### config.mk
export PLATFORM = sky130hd
export DESIGN_NAME = song_sequencer
export DESIGN_NICKNAME = d
export VERILOG_FILES = /design/src/rtl/song_sequencer_pkg.sv /design/src/rtl/song_sequencer.sv
export SDC_FILE = /design/constraint.sdc
export NUM_CORES = 1
export LEC_CHECK = 0
export CORE_UTILIZATION = 30
export DETAILED_ROUTE_END_ITERATION = 6
export HOLD_SLACK_MARGIN = 0.1
export PLACE_DENSITY_LB_ADDON = 0.15
export SLEW_MARGIN = 20
export SYNTH_ARGS = -nofsm -noshare
export SYNTH_HDL_FRONTEND = slang
export SYNTH_SLANG_ARGS = --single-unit
### constraint.sdc
create_clock -name clk_i -period 2.9 [get_ports clk_i]
set_input_delay 0.29 -clock clk_i [delete_from_list [all_inputs] [get_ports clk_i]]
set_output_delay 0.29 -clock clk_i [all_outputs]
set_load 0.01 [all_outputs]
### src/rtl/song_sequencer_pkg.sv
// Shared audio definitions: note frequencies, ROM word layout and sequencer states.
package song_sequencer_pkg;

  typedef enum logic [1:0] {
    IDLE  = 2'd0,
    FETCH = 2'd1,
    LOAD  = 2'd2,
    PLAY  = 2'd3
  } seq_state_e;

  localparam int DUR_MSB = 15;
  localparam int DUR_LSB = 12;
  localparam int HZ_MSB  = 11;

  localparam logic [3:0] END_MARKER = 4'd0;

  localparam logic [11:0] NOTE_4C  = 12'd262;
  localparam logic [11:0] NOTE_4CS = 12'd277;
  localparam logic [11:0] NOTE_4D  = 12'd294;
  localparam logic [11:0] NOTE_4DS = 12'd311;
  localparam logic [11:0] NOTE_4E  = 12'd330;
  localparam logic [11:0] NOTE_4F  = 12'd349;
  localparam logic [11:0] NOTE_4FS = 12'd370;
  localparam logic [11:0] NOTE_4G  = 12'd392;
  localparam logic [11:0] NOTE_4GS = 12'd415;
  localparam logic [11:0] NOTE_4A  = 12'd440;
  localparam logic [11:0] NOTE_4AS = 12'd466;
  localparam logic [11:0] NOTE_4B  = 12'd494;
  localparam logic [11:0] NOTE_5C  = 12'd523;
  localparam logic [11:0] NOTE_5CS = 12'd554;
  localparam logic [11:0] NOTE_5D  = 12'd587;
  localparam logic [11:0] NOTE_5DS = 12'd622;
  localparam logic [11:0] NOTE_5E  = 12'd659;
  localparam logic [11:0] NOTE_5F  = 12'd698;
  localparam logic [11:0] NOTE_5FS = 12'd740;
  localparam logic [11:0] NOTE_5G  = 12'd784;
  localparam logic [11:0] NOTE_5GS = 12'd831;
  localparam logic [11:0] NOTE_5A  = 12'd880;
  localparam logic [11:0] NOTE_5AS = 12'd932;
  localparam logic [11:0] NOTE_5B  = 12'd988;

  // Pack a duration and a frequency into one ROM word.
  function automatic logic [15:0] rom_word(input logic [3:0] dur, input logic [11:0] hz);
    return {dur, hz};
  endfunction

endpackage

### src/rtl/song_sequencer.sv
// Melody sequencer: walks the note ROM and drives the buzzer frequency word.
//
// state | meaning
// IDLE  | silent, waiting for start
// FETCH | ROM samples rom_addr
// LOAD  | ROM word valid; end marker or load note timer
// PLAY  | note timer running, silent for the final GAP_CYCLES
module song_sequencer
  import song_sequencer_pkg::*;
#(
  parameter int UNIT_CYCLES = 12_500_000,
  parameter int GAP_CYCLES  = 1_250_000,
  parameter int ADDR_W      = 8
) (
  input  logic              clk_i,
  input  logic              rst_n_i,
  input  logic              start_i,
  input  logic              stop_i,
  input  logic              pause_i,
  input  logic              loop_i,
  input  logic [15:0]       rom_data_i,
  output logic [ADDR_W-1:0] rom_addr_o,
  output logic [11:0]       hz_o,
  output logic              playing_o,
  output logic              done_o
);

  localparam int                CNT_W     = $clog2(15 * UNIT_CYCLES);
  localparam logic [CNT_W-1:0]  UNIT_C    = CNT_W'(UNIT_CYCLES);
  localparam logic [CNT_W-1:0]  GAP_C     = CNT_W'(GAP_CYCLES);
  localparam logic [ADDR_W-1:0] ADDR_LAST = '1;

  seq_state_e        state_q;
  logic [CNT_W-1:0]  cnt_q;
  logic [11:0]       note_hz_q;
  logic [11:0]       hz_q;
  logic [ADDR_W-1:0] rom_addr_q;
  logic              playing_q;
  logic              done_q;

  logic [3:0]        dur;
  logic [CNT_W-1:0]  cnt_load_d;

  assign dur        = rom_data_i[DUR_MSB:DUR_LSB];
  assign cnt_load_d = CNT_W'(dur) * UNIT_C - CNT_W'(1);

  // Sequencer FSM with registered outputs; stop beats start beats pause.
  always_ff @(posedge clk_i or negedge rst_n_i) begin
    if (!rst_n_i) begin
      state_q    <= IDLE;
      cnt_q      <= '0;
      note_hz_q  <= '0;
      hz_q       <= '0;
      rom_addr_q <= '0;
      playing_q  <= 1'b0;
      done_q     <= 1'b0;
    end else begin
      done_q <= 1'b0;
      if (stop_i) begin
        state_q    <= IDLE;
        hz_q       <= '0;
        rom_addr_q <= '0;
        playing_q  <= 1'b0;
      end else if (start_i) begin
        state_q    <= FETCH;
        hz_q       <= '0;
        rom_addr_q <= '0;
        playing_q  <= 1'b1;
      end else begin
        case (state_q)
          IDLE: begin
            hz_q <= '0;
          end
          FETCH: begin
            hz_q    <= '0;
            state_q <= LOAD;
          end
          LOAD: begin
            hz_q <= '0;
            if (dur == END_MARKER) begin
              done_q     <= 1'b1;
              rom_addr_q <= '0;
              if (loop_i) begin
                state_q <= FETCH;
              end else begin
                state_q   <= IDLE;
                playing_q <= 1'b0;
              end
            end else begin
              note_hz_q <= rom_data_i[HZ_MSB:0];
              cnt_q     <= cnt_load_d;
              state_q   <= PLAY;
            end
          end
          PLAY: begin
            if (pause_i) begin
              hz_q <= '0;
            end else begin
              hz_q <= (cnt_q >= GAP_C) ? note_hz_q : '0;
              if (cnt_q == '0) begin
                // Incrementing past the last address wraps to 0 and ends the song.
                rom_addr_q <= rom_addr_q + 1'b1;
                if (rom_addr_q == ADDR_LAST) begin
                  done_q <= 1'b1;
                  if (loop_i) begin
                    state_q <= FETCH;
                  end else begin
                    state_q   <= IDLE;
                    playing_q <= 1'b0;
                  end
                end else begin
                  state_q <= FETCH;
                end
              end else begin
                cnt_q <= cnt_q - 1'b1;
              end
            end
          end
          default: begin
            state_q   <= IDLE;
            playing_q <= 1'b0;
          end
        endcase
      end
    end
  end

  assign rom_addr_o = rom_addr_q;
  assign hz_o       = hz_q;
  assign playing_o  = playing_q;
  assign done_o     = done_q;

endmodule

### After elaboration in Yosys (flattened, before gate mapping)

Cells that the tools add are included.

* flip-flop bits (word level): 64
* input port bits: 22
* output and inout port bits: 22

* add/sub/neg operators: 3
* multipliers: 1
* $lt $le $gt $ge: 1
* eq/ne operators: 11
* muxes and demuxes: 38
* bitwise operators: 3
* reduce and logical (&&, ||, !) cells: 12

Operators by type and width (number)
* 2-to-1 mux 28 bit: 3
* one-hot mux 28 bit (2 select lines): 1
* subtractor 28 x 1 -> 28 bit, second input constant: 2
* 2-to-1 mux 12 bit: 4
* 2-to-1 mux 8 bit: 5
* greater-or-equal comparator 28 x 21 -> 1 bit, second input constant: 1
* zero test 28 bit: 1
* one-hot mux 12 bit (2 select lines): 1
* multiplier 4 x 19 -> 23 bit, second input constant: 1
* inequality test 4 bit, second input constant: 4
* one-hot mux 8 bit (2 select lines): 1
* 2-to-1 mux 1 bit: 14
* 2-to-1 mux 2 bit: 6
* adder 8 x 1 -> 8 bit, second input constant: 1
* equality test 8 bit, second input constant: 1
* AND reduction 4 bit: 2
* inequality test 2 bit, second input constant: 3
* one-hot mux 2 bit (3 select lines): 1
* AND reduction 6 bit: 1
* AND reduction 5 bit: 1
* nonzero test 5 bit: 1
* equality test 2 bit, second input constant: 2
* zero test 4 bit: 1
* one-hot mux 1 bit (2 select lines): 2
* 7 further kinds: 9

### Longest topological paths before layout

Gate-level depths: netlist of the first run.

* depth after elaboration: 7
* depth in mapped cells: 14
* mapped depth without buffers: 14

### Least setup slack after synthesis of the first run

OpenSTA, ideal clock, no wires.

* path kind: in2reg
* start point: input port rom_data_i[13]
* end point: register cnt_q[22]
* setup time: 0.139 ns
* arrival: 3.575 ns
* path slack: -0.814 ns
* cell stages on the path: 11
* buffers on the path: 0
* cell sequence: fa_1 fa_1 ha_1 a211oi_1 o21ai_0 a21boi_0 xor2_1 nor4bb_1 nor2b_1 xnor2_1 o221ai_1

* word-level cells in the longest chain between the ends: 4
* elaborated cells on any way between the ends: 7
* classes of those cells: add/sub (1); mul (1); eq/ne (1); mux (2); reduce/logical (2)

RTL lines
* start, declared: line song_sequencer.sv:21 `input logic [15:0] rom_data_i,`
* multiplier 4 x 19 -> 23 bit: line song_sequencer.sv:45 `assign cnt_load_d = CNT_W'(dur) * UNIT_C - CNT_W'(1);`
* subtractor 28 x 1 -> 28 bit: line song_sequencer.sv:45
* 2-to-1 mux 28 bit: line song_sequencer.sv:80 `if (dur == END_MARKER) begin`
* one-hot mux 28 bit (2 select lines): line song_sequencer.sv:70 `case (state_q)`
* end signal, assigned: line song_sequencer.sv:91 `cnt_q <= cnt_load_d;`
* end signal, assigned: line song_sequencer.sv:115 `cnt_q <= cnt_q - 1'b1;`
* end, declared: line song_sequencer.sv:34 `logic [CNT_W-1:0] cnt_q;`

Parallel ways exist; a longest one is shown, timed or not. The select of a mux whose other input is x is not followed.
A chain may end at the register's enable or synchronous reset.

### Final worst setup path of the first run

* start point: input port rom_data_i[14]
* end point: register cnt_q[26]

Same word-level chain as after synthesis.

==> results of run 1 <==
[per-stage QoR]
step | TNS, ps | util, % | instances
after detailed placement | -15500 | 41.5 | 890
after floorplan | -3290 | - | 539
final | -5600 | 49.3 | 942
after global routing | -8180 | 49.3 | 942
after CTS | -5450 | 46.8 | 931
after global placement | -14540 | 41.5 | 890
[cell families after synthesis]
family	Yosys count	synth area share [%]
muxes	14	3.27
and+or+nand+nor	204	22.6
AOI/OAI and AO/OA	148	19.7
adders and majority gates	37	11.0
xor gates and xnor gates	33	6.10
DFF	64	33.8
buffers and inverters	39	3.48
[layer usage]
layer | up-vias | GRT usage [%] | wire, µm
li1 | 2340 | - | -
met5 | - | 0 | 0
met1 | 2332 | 22.6 | 6230
met4 | 0 | 4.98 | 152
met2 | 73 | 31.2 | 7220
met3 | 9 | 2.71 | 424
[power groups by stage]
stage / registers (mW) / clock network (mW) / logic [mW]
detailed placement: 1.30 / 0 / 1.82
finish: 1.31 / 1.15 / 2.27
floorplan: 1.26 / 0 / 1.08
global placement: 1.29 / 0 / 1.80
CTS: 1.29 / 1.18 / 2.05
global route: 1.34 / 1.22 / 2.48
[how the worst max path moves through the flow]
stage,endpoint,cells after the start,slack (ps)
finish,cnt_q[26]$_DFFE_PN0P_,15,-420
global route,cnt_q[22]$_DFFE_PN0P_,14,-570
CTS,cnt_q[22]$_DFFE_PN0P_,13,-440
detailed placement,cnt_q[22]$_DFFE_PN0P_,13,-1280
global placement,cnt_q[22]$_DFFE_PN0P_,13,-1190
floorplan,cnt_q[22]$_DFFE_PN0P_,11,-550
[Yosys cell counts (6+ instances only)]
library cell	number	share of area, %
sky130_fd_sc_hd__fa_1	8	3.4
sky130_fd_sc_hd__nor4_1	10	1.3
sky130_fd_sc_hd__dfrtp_1	64	34
sky130_fd_sc_hd__inv_1	16	1.3
sky130_fd_sc_hd__clkbuf_1	17	1.3
sky130_fd_sc_hd__nor2_1	49	3.9
sky130_fd_sc_hd__a31oi_1	11	1.5
sky130_fd_sc_hd__o22ai_1	6	0.79
sky130_fd_sc_hd__and3_1	8	1.1
sky130_fd_sc_hd__a21oi_1	43	4.5
sky130_fd_sc_hd__and2_1	18	2.4
sky130_fd_sc_hd__mux2_2	12	2.9
sky130_fd_sc_hd__o21ai_0	38	4.0
sky130_fd_sc_hd__nand2_1	47	3.7
sky130_fd_sc_hd__nor3_1	17	1.8
sky130_fd_sc_hd__nand3_1	8	0.84
sky130_fd_sc_hd__xnor2_1	20	3.7
sky130_fd_sc_hd__xor2_1	13	2.4
sky130_fd_sc_hd__ha_1	29	7.7
sky130_fd_sc_hd__nand4_1	8	1.1
[state kept, by name, summed over array words and instances (netlist names)]
register,cells
cnt_q,28
done_o,1
hz_o,12
note_hz_q,12
playing_o,1
rom_addr_o,8
state_q,2
[what timing repair did]
action                                  CTS  global route
gates cloned                              3             0
pin swaps                                44            38
hold buffers                              1             0
hold endpoints to repair                 27             0
endpoints found under the setup margin   22            34
setup buffers                            22            13
gates resized for setup                  77            65
[cells in the final DEF (no fill, tap or decap), drive strengths merged, types with 8 or more instances in the layout]
master and n:
a21oi 43, a31oi 11, and2 18, and3 8
buf 159, clkbuf 9, clkdlybuf4s50 39, dfrtp 64
fa 8, ha 29, inv 16, mux2 12
nand2 48, nand3 9, nand4 8, nor2 49
nor3 17, nor4 10, o21ai 38, xnor2 20
xor2 13
[worst max-delay path: stages]
cell                        delay [ps]
sky130_fd_sc_hd__buf_8             100
sky130_fd_sc_hd__fa_2              590
sky130_fd_sc_hd__fa_2              480
sky130_fd_sc_hd__buf_6             140
sky130_fd_sc_hd__ha_4              250
sky130_fd_sc_hd__a211oi_4          310
sky130_fd_sc_hd__buf_4             170
sky130_fd_sc_hd__o211ai_1          120
sky130_fd_sc_hd__a2111oi_1         350
sky130_fd_sc_hd__nand4b_1          220
sky130_fd_sc_hd__buf_4             140
sky130_fd_sc_hd__nor2_1             30
sky130_fd_sc_hd__nand4b_1          110
sky130_fd_sc_hd__xnor2_1           130
sky130_fd_sc_hd__o21ai_1            90
[final cells by class]
cell class                      count  area [µm²]
Fill cell                        1467        7760
Multi-Input combinational cell    436        3530
Timing Repair Buffer              199        1780
Sequential cell                    64        1600
Tap cell                          211         264
Clock buffer                        9         225
Clock inverter                      7        96.3
Inverter                           16        60.1
==> impl_table.tex, run 1 <==
\begin{tabular}{lr}
\hline
Metric & Value \\
\hline
\multicolumn{2}{l}{\textbf{Status}} \\
Run status & finished, violations left \\
Violated checks & setup timing \\
\multicolumn{2}{l}{\textbf{Synthesis}} \\
Sequential area share after synthesis & 33.8\% \\
Post-synthesis cell type count & 62 \\
Synth async-reset ratio & 100\% \\
Synthesis-stage register bit count & 64 \\
Area of the mapped netlist & 0.00474 mm² \\
Number of warning messages in the yosys log & 0 \\
Post-synthesis instance total & 539 \\
Synth Net Count & 598 \\
Syn Area/Cell & 8.79 µm² \\
Post-synth EDFFs & 0 \\
Most used flip-flop cell after synthesis & sky130\_fd\_sc\_hd\_\_dfrtp\_1 \\
\multicolumn{2}{l}{\textbf{Power and ir drop}} \\
Switching component of the power & 1.67 mW \\
Post-layout total power & 4.74 mW \\
Sequential fraction of design power & 27.7\% \\
Maximum vdd drop & 0.246 mV \\
Part of the power in the clock network & 24.3\% \\
Combinational Power Share & 48.0\% \\
Cell-internal power & 3.07 mW \\
Static Leak & 3.31 nW \\
Sw Ratio & 35.2\% \\
Areal power density over the cells & 627 mW/mm² \\
\multicolumn{2}{l}{\textbf{Clock network}} \\
Clock Pin Slew Worst Setup and Hold Paths & 50 ps \\
Clock tree buffer depth & 2 \\
Deepest level of the CTS H-tree & 3 \\
\# clock sinks & 64 \\
Root buffer selected by CTS & sky130\_fd\_sc\_hd\_\_clkbuf\_16 \\
Total CTS buffers & 9 \\
CTS tree & built \\
Clock insertion delay at the later pin of the skew report & 340 ps \\
\multicolumn{2}{l}{\textbf{Finish}} \\
Fraction of final layout cells sized beyond drive strength 1 & 38.3\% \\
Growth of design area from synthesis to finish & 59.5\% \\
Net count reported at finish & 785 \\
Antenna cells & 0 \\
Post-route standard cell area excluding fillers & 0.00756 mm² \\
\multicolumn{2}{l}{\textbf{Critical path}} \\
Required time worst endpoint & 3120 ps \\
Endpoint of the most critical register-to-register path & cnt\_q[18]\$\_DFFE\_PN0P\_ \\
Kind of end point of the critical path & flop \\
Data arrival time of the critical path & 3540 ps \\
R2R setup slack & -200 ps \\
Crit Path Category & in -> reg \\
Worst reg2reg startpoint & cnt\_q[9]\$\_DFFE\_PN0P\_ \\
Top fanout value on the critical path & 3 \\
Element type at the critical path start & primary input \\
Start point of the critical path & rom\_data\_i[14] \\
Number of cells on the worst reg-to-reg path & 9 \\
\multicolumn{2}{l}{\textbf{Floorplanning}} \\
Std cell rows & 45 \\
Ports & 44 \\
Initial Utilization & 30.9\% \\
Horizontal die dimension & 128 µm \\
Placeable Area & 0.0153 mm² \\
Floorplan die area & 0.0163 mm² \\
Height of the die & 128 µm \\
\multicolumn{2}{l}{\textbf{STA}} \\
Count of final hold-check violations & 0 \\
Period Utilization, post-route & 114\% \\
Worst setup skew after layout & 5.78 ps \\
PnR worst setup slack & -416 ps \\
Final critical delay including setup and external delays & 3320 ps \\
Slew at the pin closest to its max-slew limit & 856 ps \\
Final count of negative-setup-slack endpoints & 29 \\
Unrepaired setup endpoints after global routing & true \\
Max frequency & 0.302 GHz \\
Worst hold slack after final layout & 470 ps \\
Worst relative slew slack & 42.4\% \\
Max-slew violations & 0 \\
\multicolumn{2}{l}{\textbf{Hold path}} \\
Min-Delay Endpoint & hz\_o[11]\$\_DFF\_PN0\_ \\
Worst hold path depth & 1 \\
Start point of the worst hold path & note\_hz\_q[11]\$\_DFFE\_PN0P\_ \\
Classification of the worst-slack hold path & reg -> reg \\
\multicolumn{2}{l}{\textbf{Global route}} \\
Global-route wire length before repair & 23.1 mm \\
Antenna violations before repair & 0 \\
Global-route congestion overflow total & 0 \\
Vias in the first global route & 4733 \\
Global-route usage over all layers & 17.8\% \\
Pin count of the biggest net entering global routing & 38 \\
\multicolumn{2}{l}{\textbf{Placement}} \\
Final weighted congestion in routability-driven placement & 0.802 \\
Buffers on Ports & 43 \\
Post-Place Cell Area & 0.00635 mm² \\
Sum of net half-perimeters after detailed placement & 9.99 mm \\
Post-place setup slack & -1280 ps \\
\multicolumn{2}{l}{\textbf{Route}} \\
Routed wire length per instance & 14.9 µm \\
DR vias/cell & 5.05 \\
Number of routed nets with antenna violations & 0 \\
Total Routed Length & 14.0 mm \\
Residual DRC & 0 \\
Drt first pass iters & 4 \\
Total via count in the routed design & 4754 \\
Starting DRC count in detailed routing & 303 \\
\multicolumn{2}{l}{\textbf{Job}} \\
MaxCap Viol Count & 0 \\
\hline
\end{tabular}
No activity file was read; power rests on OpenSTA's default activity.
==> run 2: changes to the inputs <==
REMOVE_ABC_BUFFERS = 1   (was unset)
SKIP_CTS_REPAIR_TIMING = 1   (was unset)
==> run 2 against run 1 <==
  * Critical endpoint unchanged
  * Clock skew is 1.2 ps lower
  * Global-route usage is 0.90 points lower
  * Worst setup slack worse by 65 ps
  * Cell count is 0.74% lower
  * The flow still finishes with violations (setup timing)
  * Sequential power hardly changed
==> impl_table.tex, run 2 (synthesis results as in run 1) <==
\begin{tabular}{lr}
\hline
Metric & Value \\
\hline
\multicolumn{2}{l}{\textbf{Global route}} \\
Vias in the first global route & 4503 \\
Global-route wire length before repair & 22.0 mm \\
Antenna violations before repair & 0 \\
Pin count of the biggest net entering global routing & 34 \\
Global-route congestion overflow total & 0 \\
Global-route usage over all layers & 16.9\% \\
\multicolumn{2}{l}{\textbf{Critical path}} \\
CP endpoint & cnt\_q[26]\$\_DFFE\_PN0P\_ \\
Crit Path Category & in -> reg \\
Top fanout value on the critical path & 5 \\
R2R setup slack & -130 ps \\
Number of cells on the worst reg-to-reg path & 9 \\
Required time worst endpoint & 3120 ps \\
Data arrival time of the critical path & 3600 ps \\
Start point of the critical path & rom\_data\_i[15] \\
Endpoint of the most critical register-to-register path & cnt\_q[4]\$\_DFFE\_PN0P\_ \\
Element type at the critical path start & primary input \\
Kind of end point of the critical path & flop \\
Worst reg2reg startpoint & cnt\_q[9]\$\_DFFE\_PN0P\_ \\
\multicolumn{2}{l}{\textbf{Power and ir drop}} \\
Static Leak & 3.25 nW \\
Areal power density over the cells & 633 mW/mm² \\
Maximum vdd drop & 0.252 mV \\
\multicolumn{2}{l}{\textbf{Floorplanning}} \\
Floorplan die area & 0.0163 mm² \\
Initial Utilization & 30.9\% \\
Placeable Area & 0.0153 mm² \\
Horizontal die dimension & 128 µm \\
Ports & 44 \\
Height of the die & 128 µm \\
Std cell rows & 45 \\
\multicolumn{2}{l}{\textbf{Finish}} \\
Largest register FFs & 28 \\
Net count reported at finish & 778 \\
Top register by number of flip-flops & cnt\_q \\
Utilization after layout & 48.3\% \\
Growth of design area from synthesis to finish & 56.2\% \\
Most common cell after layout, fill and taps aside & sky130\_fd\_sc\_hd\_\_buf\_4 \\
Most frequent cells in the layout & sky130\_fd\_sc\_hd\_\_buf\_4 (125), sky130\_fd\_sc\_hd\_\_dfrtp\_1 (64), sky130\_fd\_sc\_hd\_\_nand2\_1 (45), sky130\_fd\_sc\_hd\_\_nor2\_1 (45), sky130\_fd\_sc\_hd\_\_clkdlybuf4s50\_1 (38) \\
Non-filler instance count after layout & 935 \\
Fraction of final layout cells sized beyond drive strength 1 & 34.9\% \\
Antenna cells & 0 \\
\multicolumn{2}{l}{\textbf{Placement}} \\
Buffers on Ports & 43 \\
Cell Count Post-Placement & 899 \\
Post-place setup slack & -1310 ps \\
Sum of net half-perimeters after detailed placement & 10.2 mm \\
Final weighted congestion in routability-driven placement & 0.854 \\
\multicolumn{2}{l}{\textbf{Clock network}} \\
Clock tree buffer depth & 2 \\
Deepest level of the CTS H-tree & 3 \\
Clock Pin Slew Worst Setup and Hold Paths & 60 ps \\
CTS tree & built \\
Clock insertion delay at the later pin of the skew report & 330 ps \\
Root buffer selected by CTS & sky130\_fd\_sc\_hd\_\_clkbuf\_16 \\
\# clock sinks & 64 \\
Total CTS buffers & 9 \\
\multicolumn{2}{l}{\textbf{STA}} \\
Count of final hold-check violations & 0 \\
Max frequency & 0.296 GHz \\
Slew at the pin closest to its max-slew limit & 894 ps \\
Worst setup skew after layout & 4.58 ps \\
PnR worst setup slack & -482 ps \\
Worst relative slew slack & 39.9\% \\
Worst hold slack after final layout & 317 ps \\
Unrepaired setup endpoints after global routing & true \\
Period Utilization, post-route & 117\% \\
Final critical delay including setup and external delays & 3380 ps \\
Final count of negative-setup-slack endpoints & 20 \\
Max-slew violations & 0 \\
\multicolumn{2}{l}{\textbf{Route}} \\
Routed wire length per instance & 14.8 µm \\
Drt first pass iters & 4 \\
Number of routed nets with antenna violations & 0 \\
Starting DRC count in detailed routing & 222 \\
DR vias/cell & 5.04 \\
Residual DRC & 0 \\
Total via count in the routed design & 4708 \\
Total Routed Length & 13.9 mm \\
\multicolumn{2}{l}{\textbf{Status}} \\
Violated checks & setup timing \\
Run status & finished, violations left \\
\multicolumn{2}{l}{\textbf{Hold path}} \\
Classification of the worst-slack hold path & in -> async \\
\multicolumn{2}{l}{\textbf{Job}} \\
MaxCap Viol Count & 0 \\
\hline
\end{tabular}
run 2: area by class of cell:
cell class,count,area [µm²]
tap,211,264
sequential,64,1600
clock inverter,7,96.3
multi-input combinational,436,3480
clock buffer,9,225
fill,1469,7910
timing repair buffer,192,1680
inverter,16,60.1
run 2: worst min path at each step:
| stage | from | endpoint | slack, ps | cells past startpoint |
|---|---|---|---|---|
| 6_report | rst_n_i | playing_o$_DFFE_PN0P_ | 320 | 2 |
| 2_1_floorplan | rst_n_i | cnt_q[0]$_DFFE_PN0P_ | -6 | 0 |
| 3_3_place_gp | rst_n_i | rom_addr_o[4]$_DFFE_PN0P_ | 130 | 1 |
| 4_1_cts | rst_n_i | playing_o$_DFFE_PN0P_ | -220 | 1 |
| 5_1_grt | rst_n_i | playing_o$_DFFE_PN0P_ | 330 | 2 |
| 3_5_place_dp | rst_n_i | rom_addr_o[4]$_DFFE_PN0P_ | 130 | 1 |
run 2: layer usage:
layer	up-vias	GRT usage [%]	wire length, µm
met5	-	0	0
met4	0	5.26	135
met3	9	1.59	398
met2	87	29.3	6850
met1	2284	22.2	6500
li1	2328	-	-
run 2: critical path: stages:
cell and delay, ps:
sky130_fd_sc_hd__buf_6 100, sky130_fd_sc_hd__fa_1 570, sky130_fd_sc_hd__fa_2 480, sky130_fd_sc_hd__inv_2 80
sky130_fd_sc_hd__fa_2 260, sky130_fd_sc_hd__nor2b_2 60, sky130_fd_sc_hd__o211a_1 260, sky130_fd_sc_hd__or4_4 490
sky130_fd_sc_hd__and2_4 180, sky130_fd_sc_hd__nor4bb_2 270, sky130_fd_sc_hd__buf_4 160, sky130_fd_sc_hd__nand4b_1 110
sky130_fd_sc_hd__xnor2_1 200, sky130_fd_sc_hd__o21ai_1 90
run 2: metrics by stage:
stage | setup TNS, ps | total power, mW | area, µm²
after detailed placement | -16350 | 3.06 | 6330
after global placement | -15020 | 3.02 | 6330
after global routing | -6270 | 4.99 | 7400
after CTS | -11420 | 4.25 | 6650
final | -4250 | 4.69 | 7400
after floorplan | -6330 | 2.26 | 4630
run 2: report_power, final:
part	switching [mW]	total, mW	internal, mW
sequential	0.211	1.31	1.09
clock	0.410	1.16	0.751
combinational	1.04	2.22	1.18
total	1.66	4.69	3.03
==> run 3: changes to the inputs <==
--- a/config.mk
+++ b/config.mk
@@ -6,7 +6,8 @@
 export NUM_CORES = 1
 export LEC_CHECK = 0
+export CAP_MARGIN = 20
 export CORE_UTILIZATION = 30
 export DETAILED_ROUTE_END_ITERATION = 6
-export HOLD_SLACK_MARGIN = 0.1
+export HOLD_SLACK_MARGIN = 0.08
 export PLACE_DENSITY_LB_ADDON = 0.15
 export REMOVE_ABC_BUFFERS = 1
==> constraint.sdc (replaced) <==
create_clock -name clk_i -period 2.9 [get_ports clk_i]
set_input_delay 0.87 -clock clk_i [delete_from_list [all_inputs] [get_ports clk_i]]
set_output_delay 0.87 -clock clk_i [all_outputs]
set_load 0.01 [all_outputs]
==> run 3 against run 2 <==
  * The run still ends with setup timing left
  * Combinational power is 6% lower
  * Clock skew is 5.0 ps higher
  * Clock power grew 23%
  * Cell area is 0.91% lower
  * Fmax decreased by 14%
  * Via count rose by 0.66%
  * Largest power group unchanged
  * Highest routed layer unchanged
==> impl_table.tex, run 3 (synthesis results as in run 1) <==
\begin{tabular}{lr}
\hline
Metric & Value \\
\hline
\multicolumn{2}{l}{\textbf{Status}} \\
Run status & finished, violations left \\
Violated checks & setup timing \\
\multicolumn{2}{l}{\textbf{Route}} \\
DR vias/cell & 5.07 \\
Total via count in the routed design & 4739 \\
Residual DRC & 0 \\
Starting DRC count in detailed routing & 220 \\
Drt first pass iters & 4 \\
Routed wire length per instance & 14.7 µm \\
Number of routed nets with antenna violations & 0 \\
Total Routed Length & 13.8 mm \\
\multicolumn{2}{l}{\textbf{Floorplanning}} \\
Placeable Area & 0.0153 mm² \\
Floorplan die area & 0.0163 mm² \\
Height of the die & 128 µm \\
Std cell rows & 45 \\
Initial Utilization & 30.9\% \\
Horizontal die dimension & 128 µm \\
Ports & 44 \\
\multicolumn{2}{l}{\textbf{Clock network}} \\
Root buffer selected by CTS & sky130\_fd\_sc\_hd\_\_clkbuf\_16 \\
Deepest level of the CTS H-tree & 3 \\
Total CTS buffers & 9 \\
Clock insertion delay at the later pin of the skew report & 340 ps \\
\# clock sinks & 64 \\
Clock tree buffer depth & 2 \\
Clock Pin Slew Worst Setup and Hold Paths & 50 ps \\
CTS tree & built \\
\multicolumn{2}{l}{\textbf{Finish}} \\
Largest register FFs & 28 \\
Antenna cells & 0 \\
Most frequent cells in the layout & sky130\_fd\_sc\_hd\_\_buf\_4 (136), sky130\_fd\_sc\_hd\_\_dfrtp\_1 (64), sky130\_fd\_sc\_hd\_\_nand2\_1 (45), sky130\_fd\_sc\_hd\_\_nor2\_1 (45), sky130\_fd\_sc\_hd\_\_clkdlybuf4s50\_1 (38) \\
Net count reported at finish & 778 \\
Top register by number of flip-flops & cnt\_q \\
Fraction of final layout cells sized beyond drive strength 1 & 34.3\% \\
Filler cells & 1477 \\
Growth of design area from synthesis to finish & 54.8\% \\
Non-filler instance count after layout & 935 \\
Most common cell after layout, fill and taps aside & sky130\_fd\_sc\_hd\_\_buf\_4 \\
\multicolumn{2}{l}{\textbf{STA}} \\
Max-slew violations & 0 \\
Count of final hold-check violations & 0 \\
Worst setup skew after layout & 9.54 ps \\
Worst hold slack after final layout & 469 ps \\
Final critical delay including setup and external delays & 3940 ps \\
Slew at the pin closest to its max-slew limit & 712 ps \\
Total negative slack for setup checks & -11850 ps \\
Worst relative slew slack & 52.6\% \\
Period Utilization, post-route & 136\% \\
Final count of negative-setup-slack endpoints & 22 \\
Max frequency & 0.254 GHz \\
PnR worst setup slack & -1040 ps \\
Unrepaired setup endpoints after global routing & true \\
\multicolumn{2}{l}{\textbf{Critical path}} \\
Worst path top cell family by delay & adder cells \\
Start point of the critical path & rom\_data\_i[15] \\
Most frequent cell on the critical path & sky130\_fd\_sc\_hd\_\_buf\_4 \\
CP endpoint & cnt\_q[24]\$\_DFFE\_PN0P\_ \\
Worst reg2reg startpoint & cnt\_q[9]\$\_DFFE\_PN0P\_ \\
Maximum cell stage delay along the critical path & 580 ps \\
Data arrival time of the critical path & 4130 ps \\
Top fanout value on the critical path & 5 \\
R2R setup slack & -180 ps \\
CP Buf/Inv Count & 3 \\
Kind of end point of the critical path & flop \\
Required time worst endpoint & 3090 ps \\
CP max-delay cell & sky130\_fd\_sc\_hd\_\_fa\_1 \\
Number of cells on the worst reg-to-reg path & 9 \\
Number of cells on the critical path & 13 \\
Endpoint of the most critical register-to-register path & cnt\_q[14]\$\_DFFE\_PN0P\_ \\
Crit-path cells & buf\_8, fa\_1, fa\_2, buf\_4, ha\_4, a211oi\_4, buf\_4, o211ai\_1, a2111oi\_0, nand4b\_1, nor3\_1, a21oi\_1, o221ai\_1 \\
Element type at the critical path start & primary input \\
Crit Path Category & in -> reg \\
\multicolumn{2}{l}{\textbf{Power and ir drop}} \\
Post-layout total power & 4.80 mW \\
Areal power density over the cells & 654 mW/mm² \\
Sequential fraction of design power & 26.9\% \\
Switching component of the power & 1.59 mW \\
Cell-internal power & 3.20 mW \\
Static Leak & 3.26 nW \\
Combinational Power Share & 43.3\% \\
Sw Ratio & 33.2\% \\
Maximum vdd drop & 0.327 mV \\
Part of the power in the clock network & 29.8\% \\
\multicolumn{2}{l}{\textbf{Global route}} \\
Antenna violations before repair & 0 \\
Global-route wire length before repair & 21.5 mm \\
Vias in the first global route & 4476 \\
Global-route usage over all layers & 16.5\% \\
Pin count of the biggest net entering global routing & 38 \\
Global-route congestion overflow total & 0 \\
\multicolumn{2}{l}{\textbf{Placement}} \\
Buffers on Ports & 43 \\
Post-place setup slack & -1910 ps \\
Cell Count Post-Placement & 903 \\
Final weighted congestion in routability-driven placement & 0.848 \\
Sum of net half-perimeters after detailed placement & 10.2 mm \\
\multicolumn{2}{l}{\textbf{Hold path}} \\
Classification of the worst-slack hold path & reg -> reg \\
\multicolumn{2}{l}{\textbf{Job}} \\
MaxCap Viol Count & 0 \\
\hline
\end{tabular}
[run 3: per-layer routing]
metal | share of wire (%) | vias to the layer above | wire length (µm) | track usage, %
met5 | 0 | - | 0 | 0
met4 | 1.0 | 0 | 141 | 5.12
met3 | 4.1 | 9 | 558 | 2.21
met2 | 50 | 102 | 6810 | 28.2
met1 | 45 | 2292 | 6240 | 21.5
li1 | - | 2336 | - | -
[run 3: power by group through the flow]
stage | Sequential, mW | Combinational, mW | Clock [mW]
5_1_grt | 1.32 | 2.27 | 1.50
2_1_floorplan | 1.26 | 0.994 | 0
3_5_place_dp | 1.29 | 1.78 | 0
6_report | 1.29 | 2.08 | 1.43
3_3_place_gp | 1.29 | 1.76 | 0
4_1_cts | 1.28 | 1.79 | 1.46
[run 3: cell type report]
type                       count  area [µm²]  area share (%)
multi-input combinational    436        3360            45.7
timing repair buffer         192        1660            22.7
sequential                    64        1600            21.8
tap                          211         264            3.60
clock buffer                   9         225            3.07
clock inverter                 7         168            2.29
inverter                      16        60.1           0.819
[run 3: worst min-delay path by stage]
stage          slack, ps                  to  depth (start not counted)                       from
2_1_floorplan        450   hz_o[0]$_DFF_PN0_                          1   note_hz_q[0]$_DFFE_PN0P_
3_3_place_gp         450   hz_o[3]$_DFF_PN0_                          1   note_hz_q[3]$_DFFE_PN0P_
3_5_place_dp         460  hz_o[11]$_DFF_PN0_                          1  note_hz_q[11]$_DFFE_PN0P_
4_1_cts              470  hz_o[11]$_DFF_PN0_                          1  note_hz_q[11]$_DFFE_PN0P_
5_1_grt              480  hz_o[11]$_DFF_PN0_                          1  note_hz_q[11]$_DFFE_PN0P_
6_report             470  hz_o[11]$_DFF_PN0_                          1  note_hz_q[11]$_DFFE_PN0P_
[run 3: stage by stage]
step	util (%)	instance area, µm²
after floorplan	-	4630
after global placement	41.5	6360
after detailed placement	41.5	6360
after CTS	44.1	6750
after global routing	47.9	7340
final	47.9	7340
